<file path="src/rtl/slow_io_pkg.sv">
// Shared definitions for the slow external-line blocks: state encoding and default counter width.
package slow_io_pkg;

    localparam int SLOW_CNT_W_DEFAULT = 16;

    typedef enum logic [1:0] {
        IDLE  = 2'd0,
        HIGH  = 2'd1,
        GUARD = 2'd2
    } slow_state_e;

    // A requested width of zero still produces a one-cycle pulse.
    function automatic int unsigned eff_width(input int unsigned w);
        return (w == 0) ? 1 : w;
    endfunction

endpackage

</file>
<file path="src/rtl/slow_down_counter.sv">
// Loadable down-counter with zero flag, shared between the active and guard phases of the pulse driver.
module slow_down_counter #(
    parameter int CNT_W = 16
) (
    input  logic             clk,
    input  logic             rst,
    input  logic             load,
    input  logic [CNT_W-1:0] load_value,
    input  logic             en,
    output logic [CNT_W-1:0] count,
    output logic             zero
);

    always_ff @(posedge clk) begin
        if (rst) begin
            count <= '0;
        end else if (load) begin
            count <= load_value;
        end else if (en && !zero) begin
            // Holding at zero keeps the counter from ever wrapping.
            count <= count - 1'b1;
        end
    end

    assign zero = (count == '0);

endmodule

</file>
<file path="src/rtl/slow_pulse_driver.sv">
// Glitch-free pulse generator for a slow external control line: programmable active width, then a fixed idle guard.
// Optional abort input enabled by defining SLOW_PULSE_DRIVER_ABORT_EN.
module slow_pulse_driver
    import slow_io_pkg::*;
#(
    parameter int   CNT_W      = SLOW_CNT_W_DEFAULT,
    parameter int   MIN_LOW    = 4,
    parameter logic IDLE_LEVEL = 1'b0
) (
    input  logic             clk,
    input  logic             rst,
    input  logic             start_valid,
    output logic             start_ready,
    input  logic [CNT_W-1:0] width,
`ifdef SLOW_PULSE_DRIVER_ABORT_EN
    input  logic             abort,
`endif
    output logic             out,
    output logic             busy,
    output logic             done
);

    if (MIN_LOW < 1) begin : g_min_low_check
        $error("slow_pulse_driver: MIN_LOW must be >= 1");
    end

    localparam logic [CNT_W-1:0] GUARD_LOAD = CNT_W'(MIN_LOW - 1);

    slow_state_e      state, state_n;
    logic             cnt_load, cnt_en, cnt_zero, done_n, abort_hit;
    logic [CNT_W-1:0] cnt_val, cnt;

`ifdef SLOW_PULSE_DRIVER_ABORT_EN
    assign abort_hit = abort;
`else
    assign abort_hit = 1'b0;
`endif

    slow_down_counter #(.CNT_W(CNT_W)) u_cnt (
        .clk        (clk),
        .rst        (rst),
        .load       (cnt_load),
        .load_value (cnt_val),
        .en         (cnt_en),
        .count      (cnt),
        .zero       (cnt_zero)
    );

    assign start_ready = (state == IDLE) && !rst;
    assign busy        = (state == HIGH) || (state == GUARD);

    always_comb begin
        state_n  = state;
        cnt_load = 1'b0;
        cnt_en   = 1'b0;
        cnt_val  = '0;
        done_n   = 1'b0;
        case (state)
            IDLE: begin
                if (start_valid && start_ready) begin
                    state_n  = HIGH;
                    cnt_load = 1'b1;
                    cnt_val  = (width == '0) ? '0 : width - 1'b1;
                end
            end
            HIGH: begin
                if (cnt_zero || abort_hit) begin
                    state_n  = GUARD;
                    cnt_load = 1'b1;
                    cnt_val  = GUARD_LOAD;
                    done_n   = 1'b1;
                end else begin
                    cnt_en = 1'b1;
                end
            end
            GUARD: begin
                if (cnt_zero) state_n = IDLE;
                else          cnt_en  = 1'b1;
            end
            default: state_n = IDLE;
        endcase
    end

    // out is registered from the next state so it changes in step with the state register.
    always_ff @(posedge clk) begin
        if (rst) begin
            state <= IDLE;
            out   <= IDLE_LEVEL;
            done  <= 1'b0;
        end else begin
            state <= state_n;
            out   <= (state_n == HIGH) ? ~IDLE_LEVEL : IDLE_LEVEL;
            done  <= done_n;
        end
    end

endmodule

</file>
<file path="config.mk">
export PLATFORM = sky130hd
export DESIGN_NAME = slow_pulse_driver
export DESIGN_NICKNAME = d
export VERILOG_FILES = /design/src/rtl/slow_io_pkg.sv /design/src/rtl/slow_down_counter.sv /design/src/rtl/slow_pulse_driver.sv
export SDC_FILE = /design/constraint.sdc
export NUM_CORES = 1
export LEC_CHECK = 0
export BUFFER_PORTS_ARGS = -buffer_cell sky130_fd_sc_hd__buf_2
export CORE_ASPECT_RATIO = 1.4
export CORE_MARGIN = 1
export CORE_UTILIZATION = 40
export DETAILED_ROUTE_END_ITERATION = 8
export PLACE_DENSITY = 0.56
export SYNTH_ARGS = -nofsm -noshare
export SYNTH_HDL_FRONTEND = slang
export SYNTH_SLANG_ARGS = --single-unit
</file>
<file path="constraint.sdc">
create_clock -name clk -period 2.42 [get_ports clk]
set_input_delay 0.121 -clock clk [delete_from_list [all_inputs] [get_ports clk]]
set_output_delay 0.121 -clock clk [all_outputs]
set_load 0.05 [all_outputs]
</file>
=== Word-level counts from Yosys, hierarchy flattened ===
Index checks and enable logic that the tools add are counted.

* Register bits: 20
* Bits of input ports: 19
* Output and inout bits: 4
* Logic and storage cells: 38

* Add/sub/neg operators: 2
* Equal/unequal tests: 3
* Mux-type cells: 16
* Bitwise logic cells: 1
* Reduce and logical (&&, ||, !) cells: 12

{| class="wikitable"
|+ Operator list
! kind !! number
|-
| 16-bit 2-to-1 mux || 4
|-
| 16-bit logical NOT || 2
|-
| 16-bit one-hot mux with 2 select lines || 1
|-
| 16-bit by 1-bit subtractor with 16-bit output, second input constant || 2
|-
| 2-bit 2-to-1 mux || 4
|-
| 2-bit one-hot mux with 3 select lines || 1
|-
| 1-bit 2-to-1 mux || 5
|-
| 2-bit by 1-bit == test with 1-bit output, second input constant || 2
|-
| 2-bit OR reduction || 2
|-
| 1-bit logical AND || 3
|-
| 2-bit == test, second input constant || 1
|-
| 1-bit logical NOT || 2
|-
| 2-bit logical NOT || 1
|-
| 1-bit one-hot mux with 2 select lines || 1
|-
| 2-bit nonzero test || 1
|-
| 1-bit logical OR || 1
|-
| 1-bit NOT || 1
|}

=== Logic depth before layout (Yosys ltp) ===
Gate-level depths: netlist of run 1.

* Word-level depth: 7
* Mapped depth: 9

=== Modules after synthesis ===
A second synthesis of run 1 with hierarchy kept.

* Cells, all modules: 198
* Area, all modules: 1562.7 um2

{| class="wikitable"
|+ By module, submodules not included
! module !! instances !! cells an instance !! area an instance (um2) !! seq. area each (um2)
|-
| slow_down_counter || 1 || 114 || 944.7 || 320.3
|-
| slow_pulse_driver || 1 || 84 || 618.1 || 80.1
|}

=== Least setup slack after synthesis of run 1 ===
OpenSTA, ideal clock, no wires.

* Kind: flip-flop to flip-flop
* Start: register u_cnt.count[0]
* End: register u_cnt.count[3]
* Setup time: 122 ps
* Data arrival time: 1889 ps
* Data required time: 2298 ps
* Slack: 408 ps
* Cell stages (with the launch flop): 10
* Buffers on the path: 2
* Period minus slack after synthesis: 2012 ps
* Path through: dfxtp_1 inv_1 ha_1 nor3b_2 nand4_2 and2_1 buf_2 buf_6 o22ai_1 o2bb2a_1

* Cells in the longest elaborated chain, start to end: 5
* Elaborated cells on any way between the ends: 11
* Those cells by class: 1 x add/sub; 6 x mux; 4 x reduce/logical

{| class="wikitable"
|+ Ends and longest elaborated chain
! what !! line !! source
|-
| from (decl) || slow_down_counter.sv:10 || <nowiki>output logic [CNT_W-1:0] count,</nowiki>
|-
| from (signal assigned) || slow_down_counter.sv:18 || <nowiki>count <= load_value;</nowiki>
|-
| from (signal assigned) || slow_down_counter.sv:21 || <nowiki>count <= count - 1'b1;</nowiki>
|-
| parallel branches: the longest is 5 deep, another holds 16-bit by 1-bit subtractor with 16-bit output || -- ||
|}

Parallel ways; which one is timed is not known. The select of a mux whose other input is x is not followed.
A chain may end at the register's enable or synchronous reset.

=== Final worst setup path of run 1 ===
Ends and elaborated chain as after synthesis.

==> results of run 1 <==
## report_power, final
| part | switching [mW] | total (mW) | internal, mW |
|---|---|---|---|
| combinational | 0.979 | 1.72 | 0.745 |
| sequential | 0.179 | 0.642 | 0.463 |
| clock | 0.123 | 0.345 | 0.221 |
| total | 1.28 | 2.71 | 1.43 |
## critical path: cells and delay by family (launching register included)
family | cells | cell delay [ns]
AOI/OAI and AO/OA | 3 | 0.92
and+or+nand+nor | 2 | 0.60
DFF | 1 | 0.34
adders and majority gates | 1 | 0.16
buffers and inverters | 1 | 0.08
## per-layer routing
metal  vias to the layer above  part of all wire  GRT usage
met1                       807              0.43      0.233
li1                        840                 -          -
met4                         0             0.018     0.0854
met5                         -                 0          0
met2                        46              0.52      0.373
met3                         7             0.032     0.0195
## cells by family (layout without fill, tap and decap cells)
logic type / count (synthesis) / count (layout)
muxes: 4 / 4
buffers and inverters: 20 / 41
AOI/OAI and AO/OA: 53 / 53
DFF: 20 / 20
xor gates and xnor gates: 7 / 7
and+or+nand+nor: 93 / 93
adders and majority gates: 6 / 6
## cells in the mapped netlist, types with 6 or more instances
| cell type | instances | share of area |
|---|---|---|
| dfxtp_1 | 20 | 0.24 |
| o22a_1 | 7 | 0.036 |
| nand2_1 | 12 | 0.027 |
| or3_1 | 6 | 0.022 |
| nand4_1 | 6 | 0.022 |
| nor2_1 | 10 | 0.022 |
| ha_1 | 6 | 0.044 |
| nor4_1 | 6 | 0.022 |
| nor3_1 | 19 | 0.056 |
| inv_1 | 7 | 0.015 |
| xor2_1 | 7 | 0.036 |
## cell type report
| class | instances | area share |
|---|---|---|
| well taps | 43 | 0.0280 |
| multi-input cells | 163 | 0.624 |
| inverters | 7 | 0.0137 |
| clock buffers | 3 | 0.0215 |
| clock inverters | 1 | 0.0156 |
| flip-flops and latches | 20 | 0.209 |
| repair buffers | 30 | 0.0887 |
## final timing paths
path,slack (ns),start,cells past startpoint,to
worst max-delay path,0.21,u_cnt.count[0]$_SDFFE_PP0P_,7,u_cnt.count[3]$_SDFFE_PP0P_
worst min register to register,0.55,state[1]$_SDFF_PP0_,2,state[1]$_SDFF_PP0_
worst min-delay path,0.19,width[6],4,u_cnt.count[6]$_SDFFE_PP0P_
worst max register to register,0.21,u_cnt.count[0]$_SDFFE_PP0P_,7,u_cnt.count[3]$_SDFFE_PP0P_
## registers in the layout, indices dropped and copies added (netlist names)
signal	count
out	1
done	1
state	2
u_cnt.count	16
## cells in the final DEF, fill, tap and decap left out, drive strengths merged, types with 2 or more instances in the layout
master	netlist	routed
a2111oi	2	2
or3	6	6
or4	6	6
or2	5	5
and2	2	2
a32oi	2	2
o22a	7	7
xor2	7	7
ha	6	6
nor2b	2	2
mux2i	3	3
a31oi	2	2
o31ai	3	3
nand4b	2	2
dfxtp	20	20
a21oi	5	5
nor2	11	11
nor3	19	19
o21ai	4	4
a21o	3	3
nor4	12	12
a311oi	4	4
nand3	3	3
nand4	7	7
o22ai	2	2
inv	7	7
nand2	12	12
a211oi	7	7
buf	8	30
clkbuf	5	3
a2bb2oi	2	2
## per-stage QoR
| stage | instance area (um2) | util |
|---|---|---|
| 2_1_floorplan | 1700 | - |
| 3_3_place_gp | 1850 | 0.464 |
| 3_5_place_dp | 1850 | 0.464 |
| 4_1_cts | 1920 | 0.481 |
| 5_1_grt | 1920 | 0.481 |
| 6_report | 1920 | 0.481 |
==> impl_results.md, run 1 <==
* Initial DRT Pass Iterations at 6
* DRC violations left at 4
* Worst path required time at 2.58 ns
* Post-synthesis async set-or-reset flop share at 0
* Post-Synth Simple-Gate Area at 0.358
* DIE AREA at 4510 um2
* First-pass GRT wire length at 7200 um
* Post-Synthesis Cells at 203
* Yosys warns at 0
* Post-route setup slack at 0.205 ns
* CORE AREA at 3990 um2
* Mapped Area at 1700 um2
* Hold WC Path Type: in -> reg
* Final ANT Viol Nets at 0
* Slew margin rel. at 0.562
* Max Fclk at 0.451 GHz
* Synth Area in Adders at 0.0442
* Clk sinks at 20
* Die X at 57.1 um
* Finished Layout Cells at 267
* N_diodes at 0
* Peak VDD IR at 0.353 mV
* Register Area at 400 um2
* Crit path DAT at 2.38 ns
* XOR/XNOR Fraction of Synth Area at 0.0361
* Mux cell area share after synthesis at 0.0243
* Flops & latches, synth at 20
* Num rows at 27
* WS Path Type: reg -> reg
* Avg WL per Cell at 16.3 um
* Area of the multi-input gates at 1200 um2
* Post-synthesis compound-gate area fraction at 0.242
* Failing checks: design-rule violations
* Largest family of logic cells by synthesized area: simple AND/OR/NAND/NOR gates
* Largest net degree at the start of global routing at 23
* Initial Util at 0.426
* Cts hold-fix bufs at 0
* RePlAce Congestion at 0.771
* Avg Inst Size Synth at 8.36 um2
* Final worst path period share at 0.915
* Ys flop type: dfxtp_1
* Syn_nets at 228
* Crit path capture type: flop
* Final Hold Vio Count at 0
* HPWL after DPL at 3390 um
* Share of layout cells above drive strength 1 at 0.223
* Gr usage total at 0.202
* Clk_skew at 0.00149 ns
* Final setup viols at 0
* Worst-Skew Late Latency at 0.27 ns
* CTS Buf Count at 3
* Max Buffers Root-to-Sink at 2
* Initial antenna violation count at 0
* CP max-delay cell: a21o_1
* Number of synthesized flops with an enable pin at 0
* Design Power at 2.71 mW
* Vias in the first global route at 1596
* Critical-path cell list: inv_1 -> ha_1 -> nor3b_2 -> and4_1 -> a21o_1 -> a311oi_1 -> o2bb2a_1
* TritonCTS clock tree: yes
* Die Height at 79.1 um
* Clock-pin slew on the worst setup and hold paths at 0.08 ns
* Placed Cells at 263
* Total Wirelength at 4350 um
* Filler cells at 422
* Status: complete, but fails checks
* Clk root buf: clkbuf_8
* Actual slew at the worst max-slew pin at 0.657 ns
* Number of I/O pins at 23
* Post-synth cell types at 57
* Slew Limit Fails at 0
* Max FO, Critical Path at 19
* RSZ-0062 raised after global routing: no
* Via total after detailed routing at 1700
* Crit path time final at 2.21 ns
* GR Overflow Total at 0
* Leakage at 0.769 nW
* Startpoint Class: flop
* Final hold slack at 0.193 ns
* Max Cap Viol at 0
* DP Worst Slack at 0.238 ns
* Post_cts resized at 0
* Area growth from synthesis to layout at 13.0%
* Max H-tree Level at 1
* Fin nets at 250
* Total negative slack at 0 ns
* Post-CTS Setup Bufs at 0
* 1st-iter DRT viols at 54
* IO buf count at 22
* Critical Path Max Stage Delay at 0.53 ns
* Pwr/cell area at 1410 nW/um2
* Seq/Total Area, Yosys at 0.236
* DR vias/cell at 6.37
Note: power is estimated with default switching activity, not from simulation.
==> run 2, diff against run 1 <==
- SYNTH_HIERARCHICAL: default -> 1
==> run 2 against run 1 <==
Effect of this change: the flow now finishes without violations; area after synthesis fell by 8.0%; hold slack improved by 0.013 ns; core utilization rose by 0.97 points; first-iteration DRC count fell by 39%; flip-flop and latch count did not move; critical path depth rose by 1; sequential power fell by 15%; clock skew barely moved; clock-buffer cell count did not move; largest cell class unchanged.
==> impl_results.md, run 2 <==
* Status: finished clean (was complete, but fails checks)
* Initial DRT Pass Iterations at 4 (was 6)
* Avg Inst Size Synth at 7.89 um2 (was 8.36 um2)
* Top-count cell post-synth: nor2_1 (was dfxtp_1)
* Via total after detailed routing at 1476 (was 1700)
* DIE AREA at 4160 um2 (was 4510 um2)
* IO buf count at 22 (unchanged)
* Num rows at 26 (was 27)
* Number of I/O pins at 23 (unchanged)
* Worst-Skew Late Latency at 0.26 ns (was 0.27 ns)
* 1st-iter DRT viols at 33 (was 54)
* DRC violations left at 0 (was 4)
* Startpoint Class: flop (unchanged)
* TritonCTS clock tree: yes (unchanged)
* Die Height at 76.0 um (was 79.1 um)
* Slew Limit Fails at 0 (unchanged)
* Final worst path period share at 0.953 (was 0.915)
* Top flop regs: u_cnt/count x16, state x2 (was u_cnt.count x16, state x2)
* Vias in the first global route at 1521 (was 1596)
* DP Area at 1770 um2 (was 1850 um2)
* Actual slew at the worst max-slew pin at 0.480 ns (was 0.657 ns)
* CTS Buf Count at 3 (unchanged)
* Worst path required time at 2.59 ns (was 2.58 ns)
* Syn_nets at 223 (was 228)
* Clk sinks at 20 (unchanged)
* Cts hold-fix bufs at 0 (unchanged)
* Placed Cells at 265 (was 263)
* CORE AREA at 3710 um2 (was 3990 um2)
* WS Path Type: reg -> reg (unchanged)
* Finished Layout Cells at 269 (was 267)
* Initial antenna violation count at 0 (unchanged)
* Design Power at 1.75 mW (was 2.71 mW)
* Core Util, Final at 0.491 (was 0.481)
* Final ANT Viol Nets at 0 (unchanged)
* Largest register FFs at 16 (unchanged)
* Crit path time final at 2.31 ns (was 2.21 ns)
* Gr usage total at 0.209 (was 0.202)
* RSZ-0062 raised after global routing: no (unchanged)
* Top cells by count, synth: 33 x nor2_1, 20 x dfxtp_1, 13 x nand2_1, 13 x xnor2_1, 10 x nor3_1 (was 20 x dfxtp_1, 19 x nor3_1, 12 x nand2_1)
* Peak VDD IR at 0.470 mV (was 0.353 mV)
* First-pass GRT wire length at 6500 um (was 7200 um)
* Seq/Total Area, Yosys at 0.256 (was 0.236)
* Yosys warns at 6 (was 0)
* Post-synth cell types at 48 (was 57)
* N_diodes at 0 (unchanged)
* Initial Util at 0.421 (was 0.426)
* Max H-tree Level at 1 (unchanged)
* Total Wirelength at 3730 um (was 4350 um)
* HPWL after DPL at 3020 um (was 3390 um)
* Share of layout cells above drive strength 1 at 0.242 (was 0.223)
* Commonest non-fill, non-tap cell in the layout: nor2_1 (was buf_2)
* Post-synthesis async set-or-reset flop share at 0 (unchanged)
* Crit path capture type: flop (unchanged)
* Filler cells at 386 (was 422)
* Post-route setup slack at 0.115 ns (was 0.205 ns)
* Clock-pin slew on the worst setup and hold paths at 0.07 ns (was 0.08 ns)
* Post-Synthesis Cells at 198 (was 203)
* Cell taking the most area after synthesis: dfxtp_1 (unchanged)
* Max Buffers Root-to-Sink at 2 (unchanged)
* Pwr/cell area at 960 nW/um2 (was 1410 nW/um2)
* Max Cap Viol at 0 (unchanged)
* Area growth from synthesis to layout at 16.6% (was 13.0%)
* DR vias/cell at 5.49 (was 6.37)
* DP Worst Slack at 0.0316 ns (was 0.238 ns)
* Mapped Area at 1560 um2 (was 1700 um2)
* GR Overflow Total at 0 (unchanged)
* Fin nets at 254 (was 250)
* Final Hold Vio Count at 0 (unchanged)
* Die X at 54.8 um (was 57.1 um)
* Flops & latches, synth at 20 (unchanged)
* Crit path DAT at 2.48 ns (was 2.38 ns)
* Slew margin rel. at 0.677 (was 0.562)
* Leakage at 0.685 nW (was 0.769 nW)
* Max Fclk at 0.434 GHz (was 0.451 GHz)
* Clk root buf: clkbuf_8 (unchanged)
* Synth area leaders: dfxtp_1 26%, nor2_1 7.9%, xnor2_1 7.3%, ha_1 4.8%, xor2_1 3.9% (was dfxtp_1 24%, nor3_1 5.6%, nor4_4 5.0%, ha_1 4.4%, o22a_1 3.6%)
* Final setup viols at 0 (unchanged)
* RePlAce Congestion at 0.881 (was 0.771)
* Clk_skew at 0.00175 ns (was 0.00149 ns)
* Number of synthesized flops with an enable pin at 0 (unchanged)
* Avg WL per Cell at 13.9 um (was 16.3 um)
* Largest net degree at the start of global routing at 27 (was 23)
* Commonest cells after routing, fill and taps aside: 33 x nor2_1, 22 x buf_2, 18 x dfxtp_1, 13 x nand2_1, 13 x xnor2_1 (was 22 x buf_2, 20 x dfxtp_1, 19 x nor3_1, 12 x nand2_1, 10 x nor2_1)
* Ys flop type: dfxtp_1 (unchanged)
* Hold WC Path Type: in -> reg (unchanged)
* Total negative slack at 0 ns (unchanged)
* Final hold slack at 0.206 ns (was 0.193 ns)
* Design Area, Final at 1820 um2 (was 1920 um2)
* Max FO, Critical Path at 6 (was 19)
* Share of the synthesized area in the top cell type at 0.256 (was 0.236)
* Top reg by flops: u_cnt/count (was u_cnt.count)
==> run 2: cell types whose count changed after synthesis, moves of 4 or more <==
cell     before  now
buf_2         5    1
or4_1         5    1
nor2_1       10   33
o22a_1        7    0
nor4_4        4    0
nor3_1       19   10
nand4_1       6    2
or2_2         4    0
xnor2_1       0   13
or3_1         6    2
==> run 2: final timing paths <==
| kind | startpoint | endpoint | slack [ns] | cells past startpoint |
|---|---|---|---|---|
| setup reg to reg | u_cnt/count[0]$_SDFFE_PP0P_ | u_cnt/count[4]$_SDFFE_PP0P_ | 0.11 | 8 |
| hold reg to reg | u_cnt/count[4]$_SDFFE_PP0P_ | u_cnt/count[4]$_SDFFE_PP0P_ | 0.55 | 2 |
| hold / removal | start_valid | state[0]$_SDFF_PP0_ | 0.21 | 2 |
| setup / recovery | u_cnt/count[0]$_SDFFE_PP0P_ | u_cnt/count[4]$_SDFFE_PP0P_ | 0.11 | 8 |
==> run 2: logic make-up (layout without fill, tap and decap cells) <==
group | after synthesis | in the layout | synth area share
compound gates | 39 | 39 | 0.172
fa+ha+maj | 6 | 6 | 0.0480
simple gates | 98 | 98 | 0.355
buf+inv | 14 | 43 | 0.0496
xor+xnor | 20 | 20 | 0.112
flops | 20 | 20 | 0.256
mux | 1 | 1 | 0.00641
==> run 2: layer usage <==
metal  track usage  vias to the layer above  wire length [um]  part of all wire
li1              -                      772                 -                 -
met1         0.232                      657              1530              0.41
met2         0.380                       41              2010              0.54
met3        0.0221                        6               126             0.034
met4        0.0744                        0                65             0.017
met5             0                        -                 0                 0
==> run 2: final cells by class <==
cell class | count | area, um2 | area share
multi-input combinational | 164 | 1100 | 0.602
sequential | 20 | 403 | 0.221
timing repair buffer | 32 | 198 | 0.109
tap | 42 | 52.6 | 0.0288
clock buffer | 3 | 41.3 | 0.0227
inverter | 8 | 30.0 | 0.0165
==> run 2: critical path, cell delays in order, from the launching register on <==
cell and delay [ns]:
dfxtp_2 0.35, inv_1 0.05, ha_2 0.20, nor3b_1 0.14
and4bb_2 0.29, nor2b_4 0.14, or4bb_1 0.43, or3_2 0.42
a311oi_1 0.20
==> run 2: report_power, final <==
part / switching [mW] / leakage [nW] / internal [mW]
clock network: 0.103 / 0.0216 / 0.111
registers: 0.111 / 0.165 / 0.437
logic: 0.533 / 0.498 / 0.453
total: 0.747 / 0.685 / 1.00
==> run 2: timing repair <==
action	CTS	global route
resized for setup	0	2
setup endpoints to repair	0	1
setup buffers	0	1
==> run 3, diff against run 2 <==
- HOLD_SLACK_MARGIN: default -> 0.1
- PLACE_DENSITY: 0.56 -> 0.59
- SKIP_CTS_REPAIR_TIMING: default -> 1
- clock period: 2.42 -> 2 ns (I/O delays scaled with it)
==> run 3 against run 2 <==
Effect of this change: the run now ends with negative setup slack left; setup slack got worse by 0.28 ns; sequential power increased by 9.9%; critical path depth unchanged; non-clock buffer count rose by 29; clock skew grew 0.0012 ns; clock-buffer cell count grew 1; flip-flop and latch count unchanged; combinational power rose by 91%; final cell count rose by 11%; routed wire length is 12% higher; first-iteration DRC count decreased by 33%; sequential share of layout area shrank 3.8 points.
==> impl_results.md, run 3 (synthesis gave the netlist of run 2 again) <==
* Num rows at 26 (unchanged)
* Hold WC Path Type: in -> reg (unchanged)
* Largest register FFs at 16 (unchanged)
* Failing checks: negative setup slack
* Initial DRT Pass Iterations at 4 (unchanged)
* Top flop regs: u_cnt/count x16, state x2 (unchanged)
* Total negative slack at -1.03 ns (was 0 ns)
* Die X at 54.8 um (unchanged)
* N_diodes at 0 (unchanged)
* Core Util, Final at 0.600 (was 0.491)
* DRC violations left at 0 (unchanged)
* Share of layout cells above drive strength 1 at 0.463 (was 0.242)
* Post-route setup slack at -0.170 ns (was 0.115 ns)
* Max FO, Critical Path at 4 (was 6)
* Fin nets at 283 (was 254)
* CORE AREA at 3710 um2 (unchanged)
* Max H-tree Level at 1 (unchanged)
* Combinational Power Share at 0.673 (was 0.564)
* Leakage at 0.893 nW (was 0.685 nW)
* Worst-Skew Late Latency at 0.26 ns (about the same)
* Pwr/cell area at 1260 nW/um2 (was 960 nW/um2)
* Total Wirelength at 4180 um (was 3730 um)
* TritonCTS clock tree: yes (unchanged)
* 1st-iter DRT viols at 22 (was 33)
* Commonest cells after routing, fill and taps aside: 37 x buf_4, 27 x nor2_1, 22 x buf_2, 15 x dfxtp_1, 12 x xnor2_1 (was 33 x nor2_1, 22 x buf_2, 18 x dfxtp_1, 13 x nand2_1, 13 x xnor2_1)
* Hold Path Origin: start_valid (unchanged)
* Crit path time final at 2.17 ns (was 2.31 ns)
* DIE AREA at 4160 um2 (unchanged)
* Vias in the first global route at 1584 (was 1521)
* Worst path required time at 2.18 ns (was 2.59 ns)
* HPWL after DPL at 3240 um (was 3020 um)
* DR vias/cell at 5.48 (was 5.49)
* DP Area at 2020 um2 (was 1770 um2)
* Max Fclk at 0.461 GHz (was 0.434 GHz)
* Final Hold Vio Count at 0 (unchanged)
* Slew Limit Fails at 0 (unchanged)
* Max Buffers Root-to-Sink at 2 (unchanged)
* Largest net degree at the start of global routing at 28 (was 27)
* Initial Util at 0.421 (unchanged)
* Worst r2r src: u_cnt/count[1]$_SDFFE_PP0P_ (was u_cnt/count[0]$_SDFFE_PP0P_)
* Sequential power share at 0.215 (was 0.314)
* Avg WL per Cell at 14.0 um (was 13.9 um)
* Clk pwr share at 0.112 (was 0.123)
* Number of I/O pins at 23 (unchanged)
* First-pass GRT wire length at 6870 um (was 6500 um)
* RSZ-0062 raised after global routing: yes (was no)
* Clk_skew at 0.00296 ns (was 0.00175 ns)
* WS Path Type: reg -> reg (unchanged)
* Crit path capture type: flop (unchanged)
* Switching share of total power at 0.416 (was 0.427)
* IO buf count at 22 (unchanged)
* Clock-pin slew on the worst setup and hold paths at 0.08 ns (was 0.07 ns)
* Crit path DAT at 2.35 ns (was 2.48 ns)
* Clk root buf: clkbuf_8 (unchanged)
* Final setup viols at 15 (was 0)
* Area growth from synthesis to layout at 42.4% (was 16.6%)
* Peak VDD IR at 0.891 mV (was 0.470 mV)
* Via total after detailed routing at 1638 (was 1476)
* Status: complete, but fails checks (was finished clean)
* Cell internal pwr at 1.63 mW (was 1.00 mW)
* Net Sw Power at 1.17 mW (was 0.747 mW)
* Commonest non-fill, non-tap cell in the layout: buf_4 (was nor2_1)
* RePlAce Congestion at 0.821 (was 0.881)
* GR Overflow Total at 0 (unchanged)
* Slew margin rel. at 0.623 (was 0.677)
* Gr usage total at 0.219 (was 0.209)
* Final ANT Viol Nets at 0 (unchanged)
* Design Area, Final at 2230 um2 (was 1820 um2)
* Actual slew at the worst max-slew pin at 0.562 ns (was 0.480 ns)
* Max Cap Viol at 0 (unchanged)
* Die Height at 76.0 um (unchanged)
* CTS Buf Count at 3 (unchanged)
* Startpoint Class: flop (unchanged)
* Final worst path period share at 1.09 (was 0.953)
* Top reg by flops: u_cnt/count (unchanged)
* Clk sinks at 20 (unchanged)
* Initial antenna violation count at 0 (unchanged)
* Critical path startpoint: u_cnt/count[1]$_SDFFE_PP0P_ (was u_cnt/count[0]$_SDFFE_PP0P_)
==> run 3: power groups by stage <==
| stage | Sequential [mW] | Clock, mW | Combinational (mW) |
|---|---|---|---|
| floorplan | 0.670 | 0 | 0.977 |
| global placement | 0.608 | 0 | 1.58 |
| detailed placement | 0.612 | 0 | 1.61 |
| CTS | 0.603 | 0.322 | 1.62 |
| global route | 0.613 | 0.334 | 2.04 |
| finish | 0.602 | 0.314 | 1.88 |
==> run 3: final timing paths <==
check / cells after the start / slack, ns / end
setup reg to reg: 8 / -0.17 / u_cnt/count[4]$_SDFFE_PP0P_
hold / removal: 2 / 0.19 / state[0]$_SDFF_PP0_
hold reg to reg: 4 / 0.60 / u_cnt/count[6]$_SDFFE_PP0P_
setup / recovery: 8 / -0.17 / u_cnt/count[4]$_SDFFE_PP0P_
==> run 3: per-stage QoR <==
| step | power (mW) | hold slack [ns] | worst slack [ns] | cells |
|---|---|---|---|---|
| floorplan | 1.65 | 0.172 | -0.240 | 198 |
| global placement | 2.18 | 0.441 | -0.0843 | 292 |
| detailed placement | 2.22 | 0.454 | -0.146 | 292 |
| CTS | 2.54 | 0.188 | -0.189 | 296 |
| global route | 2.99 | 0.187 | -0.257 | 299 |
| finish | 2.80 | 0.192 | -0.170 | 299 |
==> run 3: worst max-delay path: stages, from the launching register on <==
cell	delay, ns
dfxtp_2	0.34
inv_2	0.04
ha_4	0.15
nor3b_1	0.12
and4bb_2	0.26
nor2b_4	0.16
or4bb_1	0.43
or3_4	0.34
a311oi_2	0.25
==> run 3: final cells by class <==
type	instances	area (um2)
Fill cell	321	1480
Tap cell	42	52.6
Sequential cell	20	407
Timing Repair Buffer	61	410
Clock buffer	4	55.1
Inverter	8	37.5
Multi-Input combinational cell	164	1260
==> run 3: metal layers <==
layer,track usage,share of wire,wire [um]
met2,0.366,0.54,2270
met1,0.272,0.41,1740
met3,0.0321,0.029,121
met5,0,0,0
met4,0.0718,0.014,58
